## config.mk

```make
export PLATFORM = sky130hd
export DESIGN_NAME = serial_adder_32
export DESIGN_NICKNAME = d
export VERILOG_FILES = /design/src/rtl/serial_adder_32.sv
export SDC_FILE = /design/constraint.sdc
export NUM_CORES = 1
export LEC_CHECK = 0
export CORE_MARGIN = 5
export CORE_UTILIZATION = 56
export DETAILED_ROUTE_END_ITERATION = 8
export HOLD_SLACK_MARGIN = 0.05
export MAX_ROUTING_LAYER = met4
export PLACE_DENSITY = 0.85
export SYNTH_ARGS = -nofsm -noshare
export SYNTH_HDL_FRONTEND = slang
export SYNTH_SLANG_ARGS = --single-unit
```

## constraint.sdc

```tcl
create_clock -name clk -period 14 [get_ports clk]
set_input_delay 2.8 -clock clk [delete_from_list [all_inputs] [get_ports clk]]
set_output_delay 2.8 -clock clk [all_outputs]
set_load 0.005 [all_outputs]
```

## src/rtl/serial_adder_32.sv

```systemverilog
// serial_adder_32: multi-cycle bit-serial adder, s = x + y + cin.
// One BITS_PER_CYCLE-wide full-adder slice is reused for WIDTH/BITS_PER_CYCLE
// RUN cycles under a start/busy/done handshake.
// Optional feature macro: SERIAL_ADD_OVF_EN adds a registered signed-overflow
// output (ovf) that is valid together with done.
module serial_adder_32 #(
    parameter int unsigned WIDTH          = 32,
    parameter int unsigned BITS_PER_CYCLE = 1
) (
    input  logic             clk,
    input  logic             rst,
    input  logic             start,
    input  logic [WIDTH-1:0] x,
    input  logic [WIDTH-1:0] y,
    input  logic             cin,
    output logic             busy,
    output logic             done,
    output logic [WIDTH-1:0] s,
    output logic             cout
`ifdef SERIAL_ADD_OVF_EN
    ,
    output logic             ovf
`endif
);

    localparam int unsigned N   = WIDTH / BITS_PER_CYCLE;
    localparam int unsigned CW  = $clog2(N + 1);
    localparam logic [CW-1:0] LAST = CW'(N - 1);

    generate
        if ((WIDTH % BITS_PER_CYCLE) != 0) begin : g_bad_bpc
            $error("serial_adder_32: BITS_PER_CYCLE must divide WIDTH exactly");
        end
    endgenerate

    typedef enum logic [1:0] {
        IDLE = 2'd0,
        RUN  = 2'd1,
        DONE = 2'd2
    } state_t;

    state_t                  state;
    logic [WIDTH-1:0]        x_reg;
    logic [WIDTH-1:0]        y_reg;
    logic [WIDTH-1:0]        sum_reg;
    logic                    carry;
    logic [CW-1:0]           cnt;

    logic [BITS_PER_CYCLE:0] slice_res;
    logic [WIDTH-1:0]        sum_next;
`ifdef SERIAL_ADD_OVF_EN
    logic                    ovf_next;
`endif

    // Adder slice: low bits of both operands plus the running carry; the slice
    // sum is inserted at the top of the sum register as it shifts right.
    // Shift-and-OR form keeps BITS_PER_CYCLE == WIDTH legal (no empty part-select).
    always_comb begin
        slice_res = {1'b0, x_reg[BITS_PER_CYCLE-1:0]}
                  + {1'b0, y_reg[BITS_PER_CYCLE-1:0]}
                  + {{BITS_PER_CYCLE{1'b0}}, carry};
        sum_next  = (sum_reg >> BITS_PER_CYCLE)
                  | (WIDTH'(slice_res[BITS_PER_CYCLE-1:0]) << (WIDTH - BITS_PER_CYCLE));
`ifdef SERIAL_ADD_OVF_EN
        // carry into the MSB equals x_msb ^ y_msb ^ sum_msb; XOR with carry out
        ovf_next  = slice_res[BITS_PER_CYCLE]
                  ^ x_reg[BITS_PER_CYCLE-1] ^ y_reg[BITS_PER_CYCLE-1]
                  ^ slice_res[BITS_PER_CYCLE-1];
`endif
    end

    // Control FSM and datapath registers; outputs are registered and only
    // s/cout(/ovf) update on the final RUN edge.
    always_ff @(posedge clk or posedge rst) begin
        if (rst) begin
            state   <= IDLE;
            x_reg   <= '0;
            y_reg   <= '0;
            sum_reg <= '0;
            carry   <= 1'b0;
            cnt     <= '0;
            busy    <= 1'b0;
            done    <= 1'b0;
            s       <= '0;
            cout    <= 1'b0;
`ifdef SERIAL_ADD_OVF_EN
            ovf     <= 1'b0;
`endif
        end else begin
            case (state)
                IDLE, DONE: begin
                    done <= 1'b0;
                    if (start) begin
                        x_reg <= x;
                        y_reg <= y;
                        carry <= cin;
                        cnt   <= '0;
                        busy  <= 1'b1;
                        state <= RUN;
                    end else begin
                        state <= IDLE;
                    end
                end
                RUN: begin
                    x_reg   <= x_reg >> BITS_PER_CYCLE;
                    y_reg   <= y_reg >> BITS_PER_CYCLE;
                    sum_reg <= sum_next;
                    carry   <= slice_res[BITS_PER_CYCLE];
                    cnt     <= cnt + CW'(1);
                    if (cnt == LAST) begin
                        s     <= sum_next;
                        cout  <= slice_res[BITS_PER_CYCLE];
`ifdef SERIAL_ADD_OVF_EN
                        ovf   <= ovf_next;
`endif
                        busy  <= 1'b0;
                        done  <= 1'b1;
                        state <= DONE;
                    end
                end
                default: begin
                    busy  <= 1'b0;
                    done  <= 1'b0;
                    state <= IDLE;
                end
            endcase
        end
    end

endmodule

```

==> flow_summary_export.csv <==
group,metric,value,unit
logic_synthesis,syn_avg_cell_area,10.7,sq um
status,status,"finished, final reports clean",
finish,layout-drive-gt1-share,11.9,%
worst_setup_path,worst_path_max_delay_cell,"clkdlybuf4s50_1",
grt,antenna_found_initial,0,
die,dieArea,12100,sq um
finish,utilization,74.5,%
sta,setup_tns,0,ns
grt,first_global_vias,4286,
detailed_routing,drt_iter0_drc,255,
clocking,cts_root_buffer,"clkbuf_8",
worst_setup_path,cp.required,11.20,ns
die,rows,36,
place,gp_congestion,0.789,
worst_setup_path,crit_path_cell_trace,"clkdlybuf4s50_1",
sta,finalSetupViolCount,0,
clocking,cts-buffers-inserted,17,
detailed_routing,wl_per_cell,16.4,um
detailed_routing,via_count,4288,
sta,hold_viol_final,0,
sta,max_freq,230,MHz
grt,grt_pass1_wl,20600,um
worst_setup_path,worst_setup_path_end_kind,"primary output",
finish,final_common_cell,"nand2_1",
place,place_hpwl,7580,um
worst_setup_path,cp.buffers_inverters,1,
logic_synthesis,synth-seq-cells,138,
logic_synthesis,ys_warn_count,0,
logic_synthesis,netlist_area,5620,sq um
die,start_util,57.5,%
worst_setup_path,arrival,1.56,ns
clocking,post-cts-setup-buffer-count,0,
die,top_level_ports,103,
die,die_x,110,um
logic_synthesis,syn-num-nets,595,
sta,maxSlewHeadroom,27.8,%
clocking,hold_buffers,0,
pwr,p_leak,0.00343,uW
finish,final_nets,682,
sta,rsz0062_at_grt,"false",
worst_setup_path,startpoint_type,"register",
clocking,cts_max_level,4,
pwr,peakVddDrop,0.107,mV
pwr,powerDensity,203,nW/um^2
die,die_y,110,um
logic_synthesis,yosysUniqueCellTypes,24,
finish,most-common-layout-cells,"nand2_1 (159), dfrtp_1 (138), clkdlybuf4s50_1 (102), nand3_1 (66), a22oi_1 (63)",
detailed_routing,drc,0,
detailed_routing,first_pass_iters,7,
grt,overflow,0,
sta,clock_skew,0.00870,ns
sta,final_max_slew_viol_count,0,
clocking,clk_pin_slew,0.06,ns
worst_setup_path,critPathMaxStageDelay,0.56,ns
clocking,cts_resized,0,
worst_setup_path,crit_type,"register to primary output",
logic_synthesis,synthCells,525,
clocking,clock_path_buffers,2,
clocking,cts_tree,"built",
job,cap_violations,0,
grt,grtUsageTotal,22.5,%
detailed_routing,routed_via_density,5.66,
finish,num_antenna_cells,0,
logic_synthesis,yosysSeqAreaShare,61.5,%
detailed_routing,ant_nets,0,
finish,area_growth,29.7,%
clocking,clock_sinks,138,
place,io_buffers,102,
sta,worst_pin_slew,1.08,ns
detailed_routing,drt-total-wl,12400,um
grt,grt_max_degree,103,
sta,period_needed,4.36,ns
die,core,9770,sq um
worst_setup_path,crit_family,"buffers and inverters",
clocking,clk-insertion-delay-late,0.52,ns
worst_setup_path,crit_fanout,4,
hold_path,hp-class,"register to register",
sta,period_share,31.1,%
## stage by stage
step	total power, uW	setup slack (ns)	hold slack [ns]	area (sq um)	std cells
detailed placement	1040	9.23	0.475	6700	726
floorplan	891	7.50	0.440	5620	525
global route	1570	9.54	0.520	7280	757
CTS	1490	9.62	0.494	7280	757
finish	1480	9.64	0.490	7280	757
global placement	1010	9.28	0.453	6700	726
## where the power goes
group	internal [uW]	total, uW	switching [uW]
clock	272	443	171
combinational	184	378	194
sequential	556	660	105
## synth_stat cells, drive strengths merged
cell / count / area share (%)
a22o: 5 / 0.78
a22oi: 63 / 8.4
buf: 15 / 1.5
clkbuf: 24 / 1.6
dfrtp: 138 / 61
fa: 1 / 0.36
ha: 1 / 0.22
inv: 2 / 0.13
mux2: 33 / 6.6
mux2i: 2 / 0.36
nand2: 159 / 11
nand2b: 2 / 0.22
nand3: 66 / 5.9
nor2: 2 / 0.13
nor2b: 3 / 0.33
nor3: 2 / 0.18
nor4: 1 / 0.38
o211ai: 1 / 0.13
o21ai: 2 / 0.18
o31ai: 1 / 0.13
o32ai: 1 / 0.16
xnor2: 1 / 0.16
## tightest hold or removal path: cells and delay by family, from the launching register on
kind | cells | cell delay (ns)
flip-flops | 1 | 0.36
AND/OR/NAND/NOR | 2 | 0.11
## routing by layer
metal  global-route usage, %  up-vias  wire length (um)
li1                        -     1993                 -
met1                    29.3     2109              5160
met2                    34.7      164              6200
met3                    5.47       22               829
met4                    8.18        0               227
met5                       -        -                 0
## area by class of cell
cell class                      count  area (sq um)
Clock inverter                     13           170
Fill cell                         685          2490
Multi-Input combinational cell    346          2010
Inverter                            2          12.5
Sequential cell                   138          3450
Timing Repair Buffer              107          1060
Clock buffer                       18           418
Tap cell                          133           166
## path summary, 6_finish.rpt
check | start | endpoint | slack (ns) | depth (start not counted)
setup / recovery | done$_DFFE_PP0P_ | done | 9.64 | 1
hold / removal | sum_reg[7]$_DFFE_PP0P_ | sum_reg[6]$_DFFE_PP0P_ | 0.49 | 2
setup reg to reg | state[0]$_DFFE_PP0P_ | cnt[4]$_DFFE_PP0P_ | 11.39 | 4
hold reg to reg | sum_reg[7]$_DFFE_PP0P_ | sum_reg[6]$_DFFE_PP0P_ | 0.49 | 2
max in group asynchronous | rst | cnt[3]$_DFFE_PP0P_ | 9.98 | 3
min in group asynchronous | rst | sum_reg[9]$_DFFE_PP0P_ | 2.75 | 2
## logic make-up (layout without fill, tap and decap cells)
logic type	after synthesis	in the layout	synth area share, %
buffers and inverters	41	140	3.25
muxes	35	35	6.97
AOI/OAI and AO/OA	73	73	9.80
adders and majority gates	2	2	0.579
xor gates and xnor gates	1	1	0.156
and+or+nand+nor	235	235	17.8
DFF	138	138	61.5
No activity file was read; power rests on OpenSTA's default activity.
